**config.mk**
```make
export PLATFORM = sky130hd
export DESIGN_NAME = csr_file_m_flat
export DESIGN_NICKNAME = d
export VERILOG_FILES = /design/src/rtl/csr_file_m_if.sv /design/src/rtl/csr_file_m.sv /design/src/flat_wrapper.sv
export SDC_FILE = /design/constraint.sdc
export NUM_CORES = 1
export LEC_CHECK = 0
export CAP_MARGIN = 10
export CORE_UTILIZATION = 49
export CTS_CLUSTER_DIAMETER = 200
export DETAILED_ROUTE_END_ITERATION = 7
export PLACE_DENSITY = 0.81
export SYNTH_ARGS = -nofsm -noshare
export SYNTH_HDL_FRONTEND = slang
export SYNTH_SLANG_ARGS = --single-unit
export TNS_END_PERCENT = 100
```
**constraint.sdc**
```tcl
create_clock -name clk_i -period 7.7 [get_ports clk_i]
set_clock_uncertainty 0.1 [all_clocks]
set_input_delay 2.31 -clock clk_i [delete_from_list [all_inputs] [get_ports clk_i]]
set_output_delay 2.31 -clock clk_i [all_outputs]
set_load 0.03 [all_outputs]
```
**src/rtl/csr_file_m_if.sv**
```systemverilog
// csr_file_m_if: CSR access bus between the execute stage and csr_file_m.
interface csr_file_m_if #(
    parameter int DW    = 32,
    parameter int ADDRW = 12
);
    logic [ADDRW-1:0] csr_addr_i;
    logic [1:0]       csr_op_i;
    logic [DW-1:0]    csr_wdata_i;
    logic [DW-1:0]    csr_rdata_o;
    logic             csr_illegal_o;
    modport master (output csr_addr_i, csr_op_i, csr_wdata_i, input csr_rdata_o, csr_illegal_o);
    modport slave  (input csr_addr_i, csr_op_i, csr_wdata_i, output csr_rdata_o, csr_illegal_o);
endinterface

```
**src/rtl/csr_file_m.sv**
```systemverilog
// csr_file_m: machine-mode CSR file with RMW ops, trap/mret, synchronised irqs and vectored mtvec.
// Define CSR_COUNTERS_EN to build the mcycle/minstret counters.
module csr_file_m #(
    parameter int              DW        = 32,
    parameter int              ADDRW     = 12,
    parameter logic [DW-1:0]   MTVEC_RST = '0,
    parameter int              CNT_W     = 64
) (
    input  logic          clk_i,
    input  logic          rst_i,
    csr_file_m_if.slave   bus,
    input  logic          trap_i,
    input  logic [DW-1:0] trap_cause_i,
    input  logic [DW-1:0] trap_pc_i,
    input  logic          mret_i,
    input  logic          instr_ret_i,
    input  logic          irq_ext_i,
    input  logic          irq_tmr_i,
    input  logic          irq_sw_i,
    output logic          irq_pending_o,
    output logic [DW-1:0] irq_cause_o,
    output logic [DW-1:0] trap_vec_o,
    output logic [DW-1:0] mepc_o
);
    localparam logic [ADDRW-1:0] A_MSTATUS  = ADDRW'(12'h300);
    localparam logic [ADDRW-1:0] A_MIE      = ADDRW'(12'h304);
    localparam logic [ADDRW-1:0] A_MTVEC    = ADDRW'(12'h305);
    localparam logic [ADDRW-1:0] A_MSCRATCH = ADDRW'(12'h340);
    localparam logic [ADDRW-1:0] A_MEPC     = ADDRW'(12'h341);
    localparam logic [ADDRW-1:0] A_MCAUSE   = ADDRW'(12'h342);
    localparam logic [ADDRW-1:0] A_MIP      = ADDRW'(12'h344);
    localparam logic [DW-1:0]    MIE_MASK   = DW'(32'h0000_0888);
    localparam logic [DW-1:0]    CAUSE_MEI  = {1'b1, (DW-1)'(11)};
    localparam logic [DW-1:0]    CAUSE_MSI  = {1'b1, (DW-1)'(3)};
    localparam logic [DW-1:0]    CAUSE_MTI  = {1'b1, (DW-1)'(7)};

    if (CNT_W > 2*DW) begin : g_bad_cnt_w
        $error("CNT_W must not exceed 2*DW");
    end

    logic          mie_b, mpie_b;
    logic [DW-1:0] mie_q, mtvec_q, mscratch_q, mepc_q, mcause_q;
    logic [2:0]    irq_s1, irq_s2;
    logic [DW-1:0] mstatus_w, mip_w, pend_w, rdata, wval;
    logic          mapped, illegal, wr_en;

`ifdef CSR_COUNTERS_EN
    localparam logic [ADDRW-1:0] A_MCYCLE    = ADDRW'(12'hB00);
    localparam logic [ADDRW-1:0] A_MINSTRET  = ADDRW'(12'hB02);
    localparam logic [ADDRW-1:0] A_MCYCLEH   = ADDRW'(12'hB80);
    localparam logic [ADDRW-1:0] A_MINSTRETH = ADDRW'(12'hB82);
    logic [CNT_W-1:0] mcycle_q, minstret_q;
    logic [2*DW-1:0]  cyc_x, ins_x;
    assign cyc_x = (2*DW)'(mcycle_q);
    assign ins_x = (2*DW)'(minstret_q);
`else
    logic unused_instr_ret;
    assign unused_instr_ret = instr_ret_i;
`endif

    always_comb begin
        mstatus_w        = '0;
        mstatus_w[12:11] = 2'b11;
        mstatus_w[7]     = mpie_b;
        mstatus_w[3]     = mie_b;
        mip_w            = '0;
        mip_w[11]        = irq_s2[2];
        mip_w[7]         = irq_s2[1];
        mip_w[3]         = irq_s2[0];
        rdata            = '0;
        mapped           = 1'b1;
        case (bus.csr_addr_i)
            A_MSTATUS:   rdata = mstatus_w;
            A_MIE:       rdata = mie_q;
            A_MTVEC:     rdata = mtvec_q;
            A_MSCRATCH:  rdata = mscratch_q;
            A_MEPC:      rdata = mepc_q;
            A_MCAUSE:    rdata = mcause_q;
            A_MIP:       rdata = mip_w;
`ifdef CSR_COUNTERS_EN
            A_MCYCLE:    rdata = cyc_x[DW-1:0];
            A_MCYCLEH:   rdata = cyc_x[2*DW-1:DW];
            A_MINSTRET:  rdata = ins_x[DW-1:0];
            A_MINSTRETH: rdata = ins_x[2*DW-1:DW];
`endif
            default:     mapped = 1'b0;
        endcase
    end

    assign wval    = bus.csr_op_i == 2'b01 ? bus.csr_wdata_i :
                     bus.csr_op_i == 2'b10 ? rdata | bus.csr_wdata_i : rdata & ~bus.csr_wdata_i;
    assign illegal = |bus.csr_op_i &&
                     (!mapped || (bus.csr_addr_i == A_MIP && (bus.csr_op_i == 2'b01 || |bus.csr_wdata_i)));
    // set/clear with a zero operand is a pure read and must not write
    assign wr_en   = |bus.csr_op_i && !illegal && !(bus.csr_op_i[1] && ~|bus.csr_wdata_i) && !trap_i && !mret_i;

    assign bus.csr_rdata_o   = rdata;
    assign bus.csr_illegal_o = illegal;
    assign mepc_o            = mepc_q;

    assign pend_w        = mip_w & mie_q;
    assign irq_pending_o = mie_b & |pend_w;
    assign irq_cause_o   = pend_w[11] ? CAUSE_MEI : pend_w[3] ? CAUSE_MSI : pend_w[7] ? CAUSE_MTI : '0;
    assign trap_vec_o    = {mtvec_q[DW-1:2], 2'b00} +
                           ((mtvec_q[0] && trap_cause_i[DW-1]) ? DW'({trap_cause_i[DW-2:0], 2'b00}) : '0);

    always_ff @(posedge clk_i) begin
        if (rst_i) begin
            mie_b      <= 1'b0;
            mpie_b     <= 1'b0;
            mie_q      <= '0;
            mtvec_q    <= {MTVEC_RST[DW-1:2], 1'b0, MTVEC_RST[0]};
            mscratch_q <= '0;
            mepc_q     <= '0;
            mcause_q   <= '0;
            irq_s1     <= '0;
            irq_s2     <= '0;
        end else begin
            irq_s1 <= {irq_ext_i, irq_tmr_i, irq_sw_i};
            irq_s2 <= irq_s1;
            if (trap_i) begin
                mepc_q   <= {trap_pc_i[DW-1:2], 2'b00};
                mcause_q <= trap_cause_i;
                mpie_b   <= mie_b;
                mie_b    <= 1'b0;
            end else if (mret_i) begin
                mie_b  <= mpie_b;
                mpie_b <= 1'b1;
            end else if (wr_en) begin
                case (bus.csr_addr_i)
                    A_MSTATUS: begin
                        mie_b  <= wval[3];
                        mpie_b <= wval[7];
                    end
                    A_MIE:      mie_q      <= wval & MIE_MASK;
                    A_MTVEC:    mtvec_q    <= {wval[DW-1:2], 1'b0, wval[0]};
                    A_MSCRATCH: mscratch_q <= wval;
                    A_MEPC:     mepc_q     <= {wval[DW-1:2], 2'b00};
                    A_MCAUSE:   mcause_q   <= wval;
                    default: ;
                endcase
            end
        end
    end

`ifdef CSR_COUNTERS_EN
    // a write to either half replaces that cycle's increment of the whole counter
    always_ff @(posedge clk_i) begin
        if (rst_i) begin
            mcycle_q   <= '0;
            minstret_q <= '0;
        end else begin
            mcycle_q   <= (wr_en && bus.csr_addr_i == A_MCYCLE)    ? CNT_W'({cyc_x[2*DW-1:DW], wval}) :
                          (wr_en && bus.csr_addr_i == A_MCYCLEH)   ? CNT_W'({wval, cyc_x[DW-1:0]}) :
                          mcycle_q + CNT_W'(1);
            minstret_q <= (wr_en && bus.csr_addr_i == A_MINSTRET)  ? CNT_W'({ins_x[2*DW-1:DW], wval}) :
                          (wr_en && bus.csr_addr_i == A_MINSTRETH) ? CNT_W'({wval, ins_x[DW-1:0]}) :
                          minstret_q + CNT_W'(instr_ret_i);
        end
    end
`endif
endmodule

```
**src/flat_wrapper.sv**
```systemverilog
// flat-port wrapper written by rule: the top's interface ports become plain ports
module csr_file_m_flat 
#(
    parameter int              DW        = 32,
    parameter int              ADDRW     = 12,
    parameter logic [DW-1:0]   MTVEC_RST = '0,
    parameter int              CNT_W     = 64
)
  (clk_i, rst_i, trap_i, trap_cause_i, trap_pc_i, mret_i, instr_ret_i, irq_ext_i, irq_tmr_i, irq_sw_i, irq_pending_o, irq_cause_o, trap_vec_o, mepc_o, bus_csr_addr_i, bus_csr_op_i, bus_csr_wdata_i, bus_csr_rdata_o, bus_csr_illegal_o);
  csr_file_m_if #(.DW(DW), .ADDRW(ADDRW)) bus_i ();
  input  logic clk_i;
  input  logic rst_i;
  input  logic trap_i;
  input  logic [DW-1:0] trap_cause_i;
  input  logic [DW-1:0] trap_pc_i;
  input  logic mret_i;
  input  logic instr_ret_i;
  input  logic irq_ext_i;
  input  logic irq_tmr_i;
  input  logic irq_sw_i;
  output logic irq_pending_o;
  output logic [DW-1:0] irq_cause_o;
  output logic [DW-1:0] trap_vec_o;
  output logic [DW-1:0] mepc_o;
  input wire logic [$bits(bus_i.csr_addr_i)-1:0] bus_csr_addr_i;
  input wire logic [$bits(bus_i.csr_op_i)-1:0] bus_csr_op_i;
  input wire logic [$bits(bus_i.csr_wdata_i)-1:0] bus_csr_wdata_i;
  output wire logic [$bits(bus_i.csr_rdata_o)-1:0] bus_csr_rdata_o;
  output wire logic [$bits(bus_i.csr_illegal_o)-1:0] bus_csr_illegal_o;
  assign bus_i.csr_addr_i = bus_csr_addr_i;
  assign bus_i.csr_op_i = bus_csr_op_i;
  assign bus_i.csr_wdata_i = bus_csr_wdata_i;
  assign bus_csr_rdata_o = bus_i.csr_rdata_o;
  assign bus_csr_illegal_o = bus_i.csr_illegal_o;
  csr_file_m #(.DW(DW), .ADDRW(ADDRW), .MTVEC_RST(MTVEC_RST), .CNT_W(CNT_W)) u_core (.clk_i(clk_i), .rst_i(rst_i), .bus(bus_i), .trap_i(trap_i), .trap_cause_i(trap_cause_i), .trap_pc_i(trap_pc_i), .mret_i(mret_i), .instr_ret_i(instr_ret_i), .irq_ext_i(irq_ext_i), .irq_tmr_i(irq_tmr_i), .irq_sw_i(irq_sw_i), .irq_pending_o(irq_pending_o), .irq_cause_o(irq_cause_o), .trap_vec_o(trap_vec_o), .mepc_o(mepc_o));
endmodule
```
-- Word level (Yosys, flattened, before mapping)
Cells that the tools add are included.
- register bits: 136
- input bits: 118
- output and inout bits: 130
- reduce and logical (&&, ||, !) cells: 35
- mux-type cells: 23
- eq/ne operators: 10
- add/subtract/negate cells: 1
- bitwise logic cells: 7
- operators by type and width (kind ; number):
    two-way mux 32 bit ; 14
    case mux 32 bit (7 select lines) ; 1
    equality test 12 x 10 -> 1 bit (second input constant) ; 7
    OR reduction 32 bit ; 2
    adder 32 bit ; 1
    AND 32 bit ; 1
    NOT 32 bit ; 1
    OR 32 bit ; 1
    AND 12 bit ; 1
    AND reduction 4 bit ; 3
    nonzero test 2 bit ; 5
    logical AND 1 bit ; 8
    two-way mux 1 bit ; 8
    OR reduction 7 bit ; 1
    logical NOT 1 bit ; 6
    AND reduction 3 bit ; 2
    nonzero test 3 bit ; 2
    AND reduction 2 bit ; 2
    OR reduction 2 bit ; 2
    equality test 2 x 1 -> 1 bit (second input constant) ; 1
    equality test 2 bit (second input constant) ; 1
    logical OR 1 bit ; 2
    != test 2 bit (second input constant) ; 1
    NOT 1 bit ; 2
    AND 1 bit ; 1

-- Logic depth before layout (Yosys ltp)
- depth in word-level cells: 14
- mapped depth: 12

-- Worst setup path after synthesis
No wires, ideal clock.
- path kind: input-to-output
- start: input trap_cause_i[31]
- end: output trap_vec_o[30]
- arrival: 5.185 ns
- required time: 5.290 ns
- stages: 12
- path slack: 0.105 ns
- path buffers: 1
- path through: clkbuf_1 and3_1 ha_1 fa_1 a211oi_1 o21ai_0 a21oi_1 o21ai_0 a311oi_1 o21ai_0 a311oi_1 xnor2_1
- cells in the longest elaborated chain, start to end: 3
- RTL lines (what ; line ; text):
    start, declared ; flat_wrapper.sv:14 ; input logic [DW-1:0] trap_cause_i;
    logical AND 1 bit ; csr_file_m.sv:105 ; ((mtvec_q[0] && trap_cause_i[DW-1]) ? DW'({trap_cause_i[DW-2:0], 2'b00}) : '0);
    two-way mux 32 bit ; csr_file_m.sv:105 ;
    adder 32 bit ; csr_file_m.sv:104 ; assign trap_vec_o = {mtvec_q[DW-1:2], 2'b00} +
    end, declared ; flat_wrapper.sv:23 ; output logic [DW-1:0] trap_vec_o;
Every way passes these cells.

-- Worst setup path after layout
- start: input trap_cause_i[1]
- end: output trap_vec_o[30]
- cells in the longest elaborated chain, start to end: 2
- RTL lines (what ; line):
    two-way mux 32 bit ; csr_file_m.sv:105
    adder 32 bit ; csr_file_m.sv:104
Every way passes these cells.

==> impl_metrics.tcl <==
set metrics [dict create \
    status "finished, final reports clean" \
    drtIter0Drc 929 \
    design_area_mm2 0.0123 \
    antenna_cells 0 \
    critPathKind "primary input to output pin" \
    ios 248 \
    root_buffer "clkbuf_16" \
    hold_violations 0 \
    wl_per_cell_um 19.2 \
    synth_edf_count 0 \
    io_buffers 213 \
    critPathLaunchType "primary input" \
    gp_congestion 0.988 \
    synth_area_mm2 0.00900 \
    hold_slack_ns 0.334 \
    hold_buffers 0 \
    start_util_pct 50.1 \
    cts_tree "yes" \
    setup_tns_ns 0 \
    period_needed_ns 7.63 \
    period_share_pct 99.1 \
    grt_max_degree 86 \
    synthArstFlopShare_pct 0 \
    finalSetupViolations 0 \
    grt_pass1_vias 9200 \
    drc 0 \
    powerDensity_mw_per_mm2 152 \
    synth_top_cells_by_area "dfxtp_1 30%, nor2_1 8.5%, a21oi_1 5.3%" \
    path_clk_slew_ns 0.06 \
    place_area_mm2 0.0116 \
    maxCapViolations 0 \
    yosys_warnings 0 \
    nets 1533 \
    gr-total-overflow 0 \
    cts_buffers 17 \
    synth_ff_type "dfxtp_1" \
    ys_top_cells_by_count "204 x nor2_1, 136 x dfxtp_1, 95 x a21oi_1, 67 x nor2b_1, 62 x nor3_1" \
    endpoint_kind "output pin" \
    dr.pass1.iters 6 \
    synth_most_common_cell "nor2_1" \
    finalWorstSetupSlack_ns 0.0675 \
    syn_to_final_growth_pct 37.0 \
    nFillCells 1433 \
    die_w_um 138 \
    post-place-ws_ns -0.542 \
    synth_largest_area_cell "dfxtp_1" \
    arrival_ns 5.22 \
    timing.fmax_mhz 131 \
    track_usage_pct 32.6 \
    cts_buffer_depth 2 \
    p_leak_nw 5.16 \
    relSlewSlack_pct 16.7 \
    synth_top_area_share_pct 30.2 \
    vias_per_cell 6.07 \
    drive_above_1_share_pct 15.1 \
    min_path_type "flip-flop to flip-flop" \
    dieHeight_um 138 \
    seq_area_frac_synth_pct 30.2 \
    row_count 49 \
    critPathMaxFanout 2 \
    required_ns 5.29 \
    grt_antenna_before_repair 1 \
    power_mw 1.87 \
    synth.avg_cell_area_um2 7.73 \
    met1_length_um 12700 \
    rsz0062_at_grt "true" \
    drtAntennaViolNets 0 \
    hpwl_um 21300 \
    vias 9884 \
    wirelength_um 31200 \
    slew_viol_final 0 \
    synth_cell_types 64 \
    synth-seq-cells 136 \
    highest_layer "met5" \
    cts-htree-levels 4 \
    wl_met3_um 3080 \
    worst_pin_slew_ns 1.25 \
    die_area_mm2 0.0189 \
    core_area_mm2 0.0180 \
    vdd_ir_drop_max_uv 167 \
    route.met2.wl_um 14400 \
    cts.sinks 136 \
    grt_pass1_wl_um 47300 \
    syn-instance-count 1165 \
    insertion_delay_ns 0.43 \
]
routing by layer:
layer / up-vias / GRT usage, %
met1: 4616 / 41.6
met3: 95 / 7.10
met2: 581 / 52.8
li1: 4590 / -
met5: - / 0
met4: 2 / 13.6
stage by stage:
stage	utilization (%)	std cells
6_report	68.6	1627
5_1_grt	68.6	1627
4_1_cts	68.3	1626
3_5_place_dp	64.5	1590
3_3_place_gp	64.5	1590
2_1_floorplan	-	1195
placed cells by master, fill, tap and decap left out, drive strengths merged, types with 29 or more instances in the layout:
cell type,synthesis,final
xnor2,50,50
nor2,205,205
and3,35,35
buf,64,143
clkdlybuf4s50,0,149
nand2,63,63
nor3,62,62
conb,1,31
a21oi,95,95
ha,29,29
nor2b,67,67
a211oi,58,58
dfxtp,136,136
kinds of logic (layout without fill, tap and decap cells):
group | Yosys count | count (layout) | share of synthesized area [%]
buffers and inverters | 139 | 342 | 7.80
multiplexers | 16 | 16 | 1.96
flip-flops | 136 | 136 | 30.2
adder cells (fa/ha/maj) | 30 | 30 | 4.25
XOR/XNOR | 59 | 59 | 5.74
AND/OR/NAND/NOR | 479 | 479 | 25.5
other | 1 | 31 | 0.0417
AO/OA/AOI/OAI | 305 | 305 | 24.5
critical path, cell delays in order:
cell and delay [ns]:
clkdlybuf4s50_1 0.48, and3_4 0.21, fa_2 0.37, a211oi_2 0.24, o21ai_1 0.13, a21oi_2 0.21
o21ai_2 0.11, a311oi_2 0.36, o21ai_2 0.13, a311oi_2 0.30, xnor2_1 0.17, buf_4 0.19
what timing repair did:
item | 4_1_cts | 5_1_grt
buffers inserted | 4 | 1
gates resized for setup | 17 | 8
pin swaps | 11 | 9
endpoints found under the setup margin | 10 | 7
state kept, by name, summed over array words and instances, names as in the netlist:
name / flops
u_core.mie_q: 3
u_core.mepc_o: 30
u_core.mscratch_q: 32
u_core.mtvec_q: 31
u_core.irq_s2: 3
u_core.irq_s1: 3
u_core.mie_b: 1
u_core.mcause_q: 32
u_core.mpie_b: 1
final cells by class:
| type | instances | area, um^2 | area share, % |
|---|---|---|---|
| multi-input combinational | 920 | 5800 | 47.0 |
| timing repair buffer | 294 | 2860 | 23.2 |
| sequential | 136 | 2720 | 22.1 |
| clock buffer | 18 | 429 | 3.48 |
| tap | 229 | 287 | 2.32 |
| clock inverter | 14 | 171 | 1.39 |
| inverter | 16 | 60.1 | 0.487 |
power breakdown:
part	switching (mW)	internal, mW
logic	0.156	0.122
registers	0.0187	0.728
clock network	0.335	0.512
total	0.510	1.36
worst paths after layout:
check,slack [ns],start,cells after the start,end
hold reg to reg,0.33,u_core.irq_s1[0],1,u_core.irq_s2[0]
setup / recovery,0.07,trap_cause_i[1],12,trap_vec_o[30]
hold / removal,0.33,u_core.irq_s1[0],1,u_core.irq_s2[0]
setup reg to reg,5.31,u_core.mie_q[7],8,u_core.mcause_q[7]
No activity file was read; power rests on OpenSTA's default activity.
